## src/rtl/rs_syndrome_calc.sv

```systemverilog
// rs_syndrome_calc: streaming Reed-Solomon syndrome calculator.
//
// Accepts one received symbol per cycle (highest-degree coefficient first) and
// evaluates the received polynomial at alpha^(FCR+j), j = 0..ROOTS_NUM-1, using
// Horner's rule: one GF multiply and one XOR per syndrome per accepted symbol.
// The finished syndrome set is held on the output until downstream accepts it.
//
// Optional feature macro: RS_SYNDR_LEN_CHECK_EN
//   defined   -> symbol counter flags codewords whose length differs from N_LEN
//   undefined -> no counter, m_len_err tied low
//
// Ports:
//   clk        in   clock, rising edge
//   rst        in   synchronous reset, active-high
//   s_valid    in   input symbol valid
//   s_ready    out  block can accept a symbol (!m_valid || m_ready)
//   s_data     in   received symbol
//   s_last     in   last symbol of the codeword
//   m_valid    out  syndrome set valid
//   m_ready    in   downstream accepts the syndrome set
//   m_syndr    out  syndrome j at [j*SYMB_WIDTH +: SYMB_WIDTH]
//   m_err_det  out  at least one syndrome nonzero
//   m_len_err  out  codeword length differed from N_LEN
module rs_syndrome_calc #(
   parameter int unsigned SYMB_WIDTH = 8,
   parameter int unsigned POLY       = 285,
   parameter int unsigned N_LEN      = 255,
   parameter int unsigned ROOTS_NUM  = 16,
   parameter int unsigned FCR        = 0
) (
   input  logic                             clk,
   input  logic                             rst,
   input  logic                             s_valid,
   output logic                             s_ready,
   input  logic [SYMB_WIDTH-1:0]            s_data,
   input  logic                             s_last,
   output logic                             m_valid,
   input  logic                             m_ready,
   output logic [ROOTS_NUM*SYMB_WIDTH-1:0]  m_syndr,
   output logic                             m_err_det,
   output logic                             m_len_err
);

   localparam int unsigned ORDER = (1 << SYMB_WIDTH) - 1;
   localparam logic [SYMB_WIDTH-1:0] POLY_LOW = SYMB_WIDTH'(POLY);

   // Multiply by alpha: LFSR shift with reduction by the generator polynomial.
   function automatic logic [SYMB_WIDTH-1:0] gf_xtime(input logic [SYMB_WIDTH-1:0] v);
      return {v[SYMB_WIDTH-2:0], 1'b0} ^ (v[SYMB_WIDTH-1] ? POLY_LOW : '0);
   endfunction

   function automatic logic [SYMB_WIDTH-1:0] gf_pow(input int unsigned e);
      logic [SYMB_WIDTH-1:0] v;
      v = SYMB_WIDTH'(1);
      for (int unsigned i = 0; i < e; i++) begin
         v = gf_xtime(v);
      end
      return v;
   endfunction

   // Shift-and-add GF multiply, MSB of b first.
   function automatic logic [SYMB_WIDTH-1:0] gf_mult(input logic [SYMB_WIDTH-1:0] a,
                                                     input logic [SYMB_WIDTH-1:0] b);
      logic [SYMB_WIDTH-1:0] p;
      p = '0;
      for (int i = SYMB_WIDTH - 1; i >= 0; i--) begin
         p = gf_xtime(p) ^ (b[i] ? a : '0);
      end
      return p;
   endfunction

   logic                            w_in_fire;
   logic                            w_last_fire;
   logic [ROOTS_NUM*SYMB_WIDTH-1:0] w_acc_nxt;
   logic [ROOTS_NUM*SYMB_WIDTH-1:0] r_acc;
   logic [ROOTS_NUM*SYMB_WIDTH-1:0] r_syndr;
   logic                            r_first;
   logic                            r_valid;
   logic                            r_err_det;

   assign s_ready     = !r_valid || m_ready;
   assign w_in_fire   = s_valid && s_ready;
   assign w_last_fire = w_in_fire && s_last;

   for (genvar j = 0; j < ROOTS_NUM; j++) begin : g_root
      localparam logic [SYMB_WIDTH-1:0] ROOT = gf_pow((FCR + j) % ORDER);
      logic [SYMB_WIDTH-1:0] w_acc;
      assign w_acc = r_acc[j*SYMB_WIDTH +: SYMB_WIDTH];
      // First symbol of a codeword overwrites any stale accumulation.
      assign w_acc_nxt[j*SYMB_WIDTH +: SYMB_WIDTH] =
         r_first ? s_data : (gf_mult(w_acc, ROOT) ^ s_data);
   end

   always_ff @(posedge clk) begin
      if (rst) begin
         r_acc     <= '0;
         r_first   <= 1'b1;
         r_valid   <= 1'b0;
         r_syndr   <= '0;
         r_err_det <= 1'b0;
      end else begin
         if (w_in_fire) begin
            r_acc   <= w_acc_nxt;
            r_first <= s_last;
         end
         // A new set arriving in the same cycle as an output transfer keeps m_valid high.
         if (w_last_fire) begin
            r_syndr   <= w_acc_nxt;
            r_err_det <= |w_acc_nxt;
            r_valid   <= 1'b1;
         end else if (m_ready) begin
            r_valid <= 1'b0;
         end
      end
   end

`ifdef RS_SYNDR_LEN_CHECK_EN
   localparam int unsigned CNT_W = $clog2(N_LEN + 1);

   logic [CNT_W-1:0] r_cnt;
   logic             r_len_err;

   // Counts beats before s_last; saturates at N_LEN so long codewords still flag.
   always_ff @(posedge clk) begin
      if (rst) begin
         r_cnt     <= '0;
         r_len_err <= 1'b0;
      end else if (w_in_fire) begin
         if (s_last) begin
            r_cnt     <= '0;
            r_len_err <= (r_cnt != CNT_W'(N_LEN - 1));
         end else if (r_cnt != CNT_W'(N_LEN)) begin
            r_cnt <= r_cnt + CNT_W'(1);
         end
      end
   end

   assign m_len_err = r_len_err;
`else
   assign m_len_err = 1'b0;
`endif

   assign m_valid   = r_valid;
   assign m_syndr   = r_syndr;
   assign m_err_det = r_err_det;

endmodule

```

## config.mk

```make
export PLATFORM = sky130hd
export DESIGN_NAME = rs_syndrome_calc
export DESIGN_NICKNAME = d
export VERILOG_FILES = /design/src/rtl/rs_syndrome_calc.sv
export SDC_FILE = /design/constraint.sdc
export NUM_CORES = 1
export LEC_CHECK = 0
export BUFFER_PORTS_ARGS = -buffer_cell sky130_fd_sc_hd__buf_2
export CAP_MARGIN = 10
export CORE_MARGIN = 2
export CORE_UTILIZATION = 59
export CTS_BUF_LIST = sky130_fd_sc_hd__clkbuf_8
export DETAILED_ROUTE_END_ITERATION = 8
export PLACE_DENSITY_LB_ADDON = 0.3
export SLEW_MARGIN = 30
export SYNTH_ARGS = -nofsm -noshare
export SYNTH_HDL_FRONTEND = slang
export SYNTH_SLANG_ARGS = --single-unit
```

## constraint.sdc

```tcl
create_clock -name clk -period 4.35 [get_ports clk]
set_clock_uncertainty 0.2 [all_clocks]
set_input_delay 0.87 -clock clk [delete_from_list [all_inputs] [get_ports clk]]
set_output_delay 0.87 -clock clk [all_outputs]
set_load 0.02 [all_outputs]
```

# Word-level counts from Yosys, hierarchy flattened
# Cells that the tools add are included.
# W data, S select, Z words.
# op_classes
muxes	91
bitwise_logic	112
n_reduce_logical	6
# op_table
operator	n
$xor A8 B5 Y8	64
$xor A8 B8 Y8	48
$mux W5	73
$mux W8	16
$reduce_or A128 Y1	1
$logic_and A1 B1 Y1	2
$mux W1	2
$reduce_bool A2 Y1	1
$logic_not A1 Y1	1
$logic_or A1 B1 Y1	1
# totals
reg_bits	259
out_inout_bits	132

# Longest topological paths before layout
# Gate-level depths: netlist of run 1.
# logic_depth
depth_word	21
mapped_depth	12
mapped_depth_nobuf	8

# Least setup slack after synthesis of run 1
# Ideal clock, no wire load.
# synth_timing
path_kind	input-to-reg
start	input m_ready
end	register r_err_det, in the netlist m_err_det
setup_ps	140
t_arrival_ps	2826
setup_slack_ps	1184
stages	8
n_path_buf	1
cell_sequence	nand2b_1 > and3_1 > clkbuf_1 > nand2_1 > or4_1 > or4_1 > nor4b_2 > a41oi_1
# synth_between
elab_chain_cells	3
# synth_lines
item	line_no	source
start: declaration	38	input logic m_ready,
$logic_or A1 B1 Y1	81	assign s_ready = !r_valid || m_ready;
$logic_and A1 B1 Y1	82	assign w_in_fire = s_valid && s_ready;
$logic_and A1 B1 Y1	83	assign w_last_fire = w_in_fire && s_last;
end signal: assignment	109	r_err_det <= |w_acc_nxt;
end: declaration	79	logic r_err_det;
# Every way passes these cells.
# A chain may end at the register's enable or synchronous reset.

# Worst setup path in the final report of run 1
# layout_timing
start	register r_first
end	register r_err_det, in the netlist m_err_det
# layout_between
elab_chain_cells	2
# layout_lines
item	line_no	source
start: declaration	77	logic r_first;
start signal: assignment	104	r_first <= s_last;
$mux W8	91	r_first ? s_data : (gf_mult(w_acc, ROOT) ^ s_data);
$reduce_or A128 Y1 (*)	109	
# Mark *: on every way between the ends. The rest lies on a longest branch, timed or not.

==> summary.txt, run 1 <==
Synthesis
  – Post-Syn Area: approximately 0.013 mm^2
  – Register bit total from synthesis: between 200 and 300
  – Post-Syn Nets: approximately 1600
  – Synth top area share: 0.389
  – Post-synth EDFFs: 0
  – Synth area leaders: dfxtp_1 39%, xnor2_1 17%, a211oi_1 14%
  – Mapped Avg Cell Area: 8.50 um^2
  – Synth warnings: 0
  – Synth Flop Type: dfxtp_1
  – Seq/Total Area, Yosys: 0.389
  – Synth area leader: dfxtp_1
  – Ys async rst share: 0
  – Syn Inst Count: about 1600
  – Yosys cell types: 52

Status
  – Outcome: finished, final reports clean

CTS
  – Post-CTS Setup Bufs: 0
  – Clk slew on worst S/H paths: roughly 0.06 ns
  – # hold bufs at CTS: 0
  – Clock root buffer master: clkbuf_8
  – Total CTS buffers: 42
  – Clock sink count: 259
  – Clk buf depth: 3
  – Worst skew pair latency: 0.56 ns
  – Post_cts resized: 0
  – CTS H-tree lvls: 2
  – CTS tree: done

Cells and area
  – Most frequent cells in the layout: 368 x nor2_1, 258 x dfxtp_1, 255 x xnor2_1, 248 x a211oi_1, 142 x buf_2
  – Synthesis-to-finish area growth: 11.9%
  – Nets@finish: about 1600
  – # fillers: 1900
  – Share of layout cells above drive strength 1: 0.140
  – Commonest non-fill, non-tap cell in the layout: nor2_1
  – Fin area: 0.0149 mm^2

GRT
  – Vias in the first global route: a little over 10000
  – Total GRT Usage: 0.282
  – First-pass GRT wire length: 54100 um
  – Initial antenna violation count: 1
  – Total grt overflow: 0
  – Largest net degree at the start of global routing: between 200 and 300

Timing
  – Setup TNS Final: 0 ns
  – Final Cycle Share: 0.784
  – Fmax: 293 MHz
  – Worst-Margin Slew: slightly above 0.8 ns
  – Final setup fails: 0
  – RSZ-0062 raised after global routing: false
  – Slew margin rel.: 0.447
  – Final min period: roughly 3.4 ns
  – Final hold violation count: 0
  – WHS: roughly 0.29 ns
  – Pins Over Slew Limit: 0

Placement
  – Port Buffer Count: approximately 140
  – DP Wirelength: about 23000 um
  – Final RePlAce weighted congestion: around 0.84
  – Area after DPL: between 0.01 and 0.015 mm^2

Pwr
  – Leak: around 5.5 nW
  – Peak VDD IR: ~0.31 mV
  – Pwr dens: around 440 mW/mm^2

Setup path
  – WP data required: roughly 4.6 ns
  – Peak fanout along the critical path: 78
  – Type of destination of the critical path: flip-flop
  – CP Launch Type: flip-flop
  – WP data arrival: 3.62 ns
  – Critical path class: flip-flop to flip-flop

Route
  – Pre-antenna DRT Iters: 5
  – Routed Antenna Nets: 0
  – Via count: approximately 11000
  – Wirelength per Cell: ~18 um
  – Overall routed net length: between 30000 and 40000 um
  – DRT iter0 DRCs: 921
  – Vias/cell: 5.80
  – DRC: 0

Floorplanning
  – Initial Utilization: 0.594
  – Die H: 154 um
  – Row count: 55
  – Core area: roughly 0.022 mm^2
  – Die width: between 150 and 200 um
  – Die area: roughly 0.024 mm^2
  – Top Ports: 145

Hold path
  – Worst min path class: flip-flop to flip-flop

Job
  – Max-cap viol count: 0
-- cells by family after synthesis --
family | after synthesis | share of synthesized area
other | 1 | 0.000281
XOR/XNOR | 305 | 0.214
AND/OR/NAND/NOR | 520 | 0.172
multiplexers | 7 | 0.00535
buffers and inverters | 145 | 0.0432
flip-flops | 259 | 0.389
AO/OA/AOI/OAI | 331 | 0.177
-- cell usage after synthesis, drive strengths merged, types with 3 or more instances --
master and instances:
nand4 18, xnor2 255, a31oi 8, dfxtp 259
nand2 34, nand2b 4, o32ai 4, nor4b 3
o21ai 33, and3 3, nor4 5, nand3 6
nor2b 30, nor4bb 8, nor3 14, xor2 37
a211oi 248, nor2 368, clkbuf 107, or2 4
xnor3 13, buf 38, and2 11, mux2i 6
a22oi 4, or3 3, a21oi 19
-- state kept, by name, summed over array words and instances (netlist names) --
name / flops
m_valid: 1
r_acc: 128
r_first: 1
m_err_det: 1
m_syndr: 128
-- area by class of cell --
type | count | area, um^2 | share of cell area
clock buffers | 57 | 785 | 0.0526
well taps | 285 | 357 | 0.0239
multi-input cells | 1164 | 7580 | 0.508
flip-flops and latches | 259 | 5190 | 0.348
repair buffers | 160 | 935 | 0.0626
diodes | 1 | 2.50 | 0.000168
clock inverters | 13 | 78.8 | 0.00528
-- where the power goes --
part	total, mW	leakage [nW]	internal [mW]	switching (mW)
clock	2.18	0.484	1.22	0.963
sequential	2.80	2.14	2.58	0.222
combinational	1.65	2.88	0.685	0.961
total	6.62	5.51	4.47	2.15
-- per-stage QoR --
stage | std cells | total power [mW] | worst slack (ns) | utilization
2_1_floorplan | 1568 | 4.06 | 1.18 | -
3_3_place_gp | 1867 | 4.43 | 0.781 | 0.626
3_5_place_dp | 1867 | 4.46 | 0.750 | 0.626
4_1_cts | 1937 | 6.63 | 1.03 | 0.664
5_1_grt | 1939 | 6.91 | 0.821 | 0.665
6_report | 1939 | 6.62 | 0.940 | 0.665
-- layer usage --
| layer | up-vias | track usage | share of wire | wire length (um) |
|---|---|---|---|---|
| li1 | 5519 | - | - | - |
| met1 | 5239 | 0.391 | 0.45 | 15600 |
| met2 | 405 | 0.446 | 0.45 | 15500 |
| met3 | 78 | 0.0451 | 0.068 | 2340 |
| met4 | 0 | 0.103 | 0.029 | 1010 |
| met5 | - | 0 | 0 | 0 |
-- worst max-delay path: stages (launching register included) --
cell,delay [ns]
dfxtp_4,0.86
buf_4,0.42
nor2_1,0.10
xnor2_1,0.36
nand4_1,0.25
or4_1,0.59
nor4b_2,0.29
a41oi_1,0.13
-- worst paths after layout --
| path | start | to | slack (ns) | depth (start not counted) |
|---|---|---|---|---|
| hold / removal | m_syndr[75] | m_syndr[75] | 0.29 | 2 |
| hold reg to reg | m_syndr[75] | m_syndr[75] | 0.29 | 2 |
| setup reg to reg | r_first | m_err_det | 0.94 | 7 |
| setup / recovery | r_first | m_err_det | 0.94 | 7 |
Note: power is estimated with default switching activity, not from simulation.
==> run 2: changes to the inputs <==
ABC_AREA = 1   (was unset)
CORE_UTILIZATION = 56   (was 59)
clock period = 2.75 ns   (was 4.35 ns; I/O delays follow)
==> summary.txt, run 2 <==
Pwr
  – Pwr dens: 608 mW/mm^2 (was 443 mW/mm^2)
  – Overall Power: 10.9 mW (was 6.62 mW)
  – Peak VDD IR: 0.423 mV (was 0.306 mV)
  – Leak: 10.0 nW (was 5.51 nW)

Setup path
  – Crit path buf inv count: 2 (was 1)
  – Most used cell, CP: nand2_1
  – Largest stage delay on the critical path: 0.49 ns (was 0.86 ns)
  – Critical path class: flip-flop to flip-flop (unchanged)
  – Top delay family on crit path: simple AND/OR/NAND/NOR gates (unchanged)
  – Peak fanout along the critical path: 6 (was 78)
  – CP Launch Type: flip-flop (unchanged)
  – WP data arrival: 2.76 ns (was 3.62 ns)
  – CP max-delay cell: dfxtp_1 (was dfxtp_4)
  – Type of destination of the critical path: flip-flop (unchanged)
  – Cells along the critical path: inv_1 > nand2_1 > nand2_1 > nand2_1 > nand3_1 > nand2_1 > nand2_1 > inv_1 > nand2_1 > nor2_1 > nand2_1 > nor2_1 > nand2_1 > nor2_1 > nand3_1 > nor2_1 > nor2_1 (was buf_4 > nor2_1 > xnor2_1 > nand4_1 > or4_1 > nor4b_2 > a41oi_1)
  – WP data required: 3.00 ns (was 4.55 ns)

Floorplanning
  – Die H: 172 um (was 154 um)
  – Initial Utilization: 0.568 (was 0.594)
  – Die width: 172 um (was 154 um)
  – Row count: 61 (was 55)
  – Top Ports: 145 (unchanged)
  – Core area: 0.0278 mm^2 (was 0.0224 mm^2)
  – Die area: 0.0295 mm^2 (was 0.0238 mm^2)

Synthesis
  – Seq/Total Area, Yosys: 0.329 (was 0.389)
  – Synth area leaders: dfxtp_1 33%, nand2_1 21%, inv_1 9.5% (was dfxtp_1 39%, xnor2_1 17%, a211oi_1 14%)
  – Syn Inst Count: 2588 (was 1568)
  – Post-Syn Area: 0.0158 mm^2 (was 0.0133 mm^2)
  – Register bit total from synthesis: 259 (unchanged)
  – Mapped Avg Cell Area: 6.10 um^2 (was 8.50 um^2)
  – Ys async rst share: 0 (unchanged)
  – Synth warnings: 0 (unchanged)
  – Yosys cell types: 30 (was 52)
  – Post-synth EDFFs: 0 (unchanged)
  – Synth cell count leaders: 896 x nand2_1, 399 x inv_1, 259 x dfxtp_1 (was 368 x nor2_1, 259 x dfxtp_1, 255 x xnor2_1)
  – Synth Flop Type: dfxtp_1 (unchanged)
  – Post-Syn Nets: 2601 (was 1581)
  – Synth area leader: dfxtp_1 (unchanged)
  – Most instantiated library cell after synthesis: nand2_1 (was nor2_1)
  – Synth top area share: 0.329 (was 0.389)

Cells and area
  – Most frequent cells in the layout: 894 x nand2_1, 405 x inv_1, 257 x dfxtp_1, 203 x nand3_1, 174 x o21ai_0 (was 368 x nor2_1, 258 x dfxtp_1, 255 x xnor2_1, 248 x a211oi_1, 142 x buf_2)
  – Fin area: 0.0180 mm^2 (was 0.0149 mm^2)
  – Nets@finish: 2718 (was 1640)
  – Commonest non-fill, non-tap cell in the layout: nand2_1 (was nor2_1)
  – Synthesis-to-finish area growth: 14.1% (was 11.9%)
  – End-of-flow core utilization: 0.648 (was 0.665)
  – Share of layout cells above drive strength 1: 0.111 (was 0.140)

Timing
  – Final Cycle Share: 0.913 (was 0.784)
  – Setup TNS Final: 0 ns (unchanged)
  – Pins Over Slew Limit: 0 (unchanged)
  – RSZ-0062 raised after global routing: false (unchanged)
  – Final min period: 2.51 ns (was 3.41 ns)
  – Final setup fails: 0 (unchanged)
  – Final hold violation count: 0 (unchanged)
  – Fmax: 398 MHz (was 293 MHz)
  – Slew margin rel.: 0.543 (was 0.447)
  – Worst-Margin Slew: 0.685 ns (was 0.830 ns)

GRT
  – First-pass GRT wire length: 78600 um (was 54100 um)
  – Initial antenna violation count: 2 (was 1)
  – Total grt overflow: 0 (unchanged)
  – Total GRT Usage: 0.334 (was 0.282)
  – Largest net degree at the start of global routing: 147 (was 257)
  – Vias in the first global route: 15400 (was 10200)

CTS
  – Clk buf depth: 3 (unchanged)
  – Post_cts resized: 0 (unchanged)
  – Post-CTS Setup Bufs: 0 (unchanged)
  – # hold bufs at CTS: 0 (unchanged)
  – CTS H-tree lvls: 2 (unchanged)
  – CTS tree: done (unchanged)
  – Clk slew on worst S/H paths: 0.06 ns (about the same)
  – Total CTS buffers: 45 (was 42)
  – Clock sink count: 259 (unchanged)
  – Clock root buffer master: clkbuf_8 (unchanged)
  – Worst skew pair latency: 0.58 ns (was 0.56 ns)

Placement
  – Port Buffer Count: 143 (unchanged)
  – Area after DPL: 0.0171 mm^2 (was 0.0140 mm^2)
  – Final RePlAce weighted congestion: 0.994 (was 0.843)
  – DP Wirelength: 34800 um (was 22800 um)

Route
  – Vias/cell: 5.47 (was 5.80)
  – Pre-antenna DRT Iters: 8 (was 5)
  – DRC: 0 (unchanged)
  – Overall routed net length: 49400 um (was 34400 um)
  – Via count: 17000 (was 11200)
  – DRT iter0 DRCs: 1546 (was 921)
  – Routed Antenna Nets: 0 (unchanged)
  – Wirelength per Cell: 15.9 um (was 17.7 um)

Job
  – Max-cap viol count: 0 (unchanged)

Hold path
  – Worst min path class: input pin to flip-flop (was flip-flop to flip-flop)

Status
  – Outcome: finished, final reports clean (unchanged)
[run 2: path summary, 6_finish.rpt]
| path | from | endpoint | slack (ns) | depth (start not counted) |
|---|---|---|---|---|
| max | r_acc[23] | m_err_det | 0.24 | 17 |
| min | m_ready | m_valid | 0.17 | 4 |
| max reg2reg | r_acc[23] | m_err_det | 0.24 | 17 |
| min reg2reg | m_syndr[4] | m_syndr[4] | 0.26 | 1 |
[run 2: layer usage]
metal  track usage  part of all wire
met1         0.438              0.43
met2         0.553              0.46
met3        0.0479             0.077
met4         0.134             0.034
met5             0                 0
[run 2: cell families after synthesis]
family,Yosys count,synth area share
AO/OA/AOI/OAI,469,0.172
buffers and inverters,545,0.137
XOR/XNOR,68,0.0392
other,1,0.000238
AND/OR/NAND/NOR,1246,0.324
flip-flops,259,0.329
[run 2: final cells by class]
class	instances	area, um^2
Multi-Input combinational cell	1784	8450
Clock inverter	26	183
Fill cell	2634	9780
Tap cell	378	473
Timing Repair Buffer	210	1420
Sequential cell	259	5190
Inverter	405	1560
Clock buffer	53	729
Antenna cell	1	2.50
[run 2: stage by stage]
stage	setup WS, ns	hold slack [ns]	std cells
detailed placement	-0.0120	0.254	3036
floorplan	0.597	0.281	2588
global route	0.0482	0.197	3116
finish	0.240	0.174	3116
CTS	0.110	0.140	3115
global placement	-0.0102	0.247	3036
[run 2: worst register-to-register path: stages (launching register included)]
cell and delay (ns):
dfxtp_1 0.49, inv_1 0.18, nand2_1 0.12, nand2_1 0.05, nand2_1 0.08, nand3_1 0.07
nand2_1 0.06, nand2_1 0.06, inv_1 0.09, nand2_1 0.10, nor2_1 0.11, nand2_1 0.05
nor2_1 0.30, nand2_1 0.09, nor2_1 0.10, nand3_1 0.07, nor2_1 0.11, nor2_1 0.04
[run 2: power by group]
group,switching [mW],total [mW],internal (mW),leakage [nW]
clock network,1.66,3.61,1.95,0.507
registers,0.285,4.35,4.06,2.15
logic,2.01,2.98,0.968,7.36
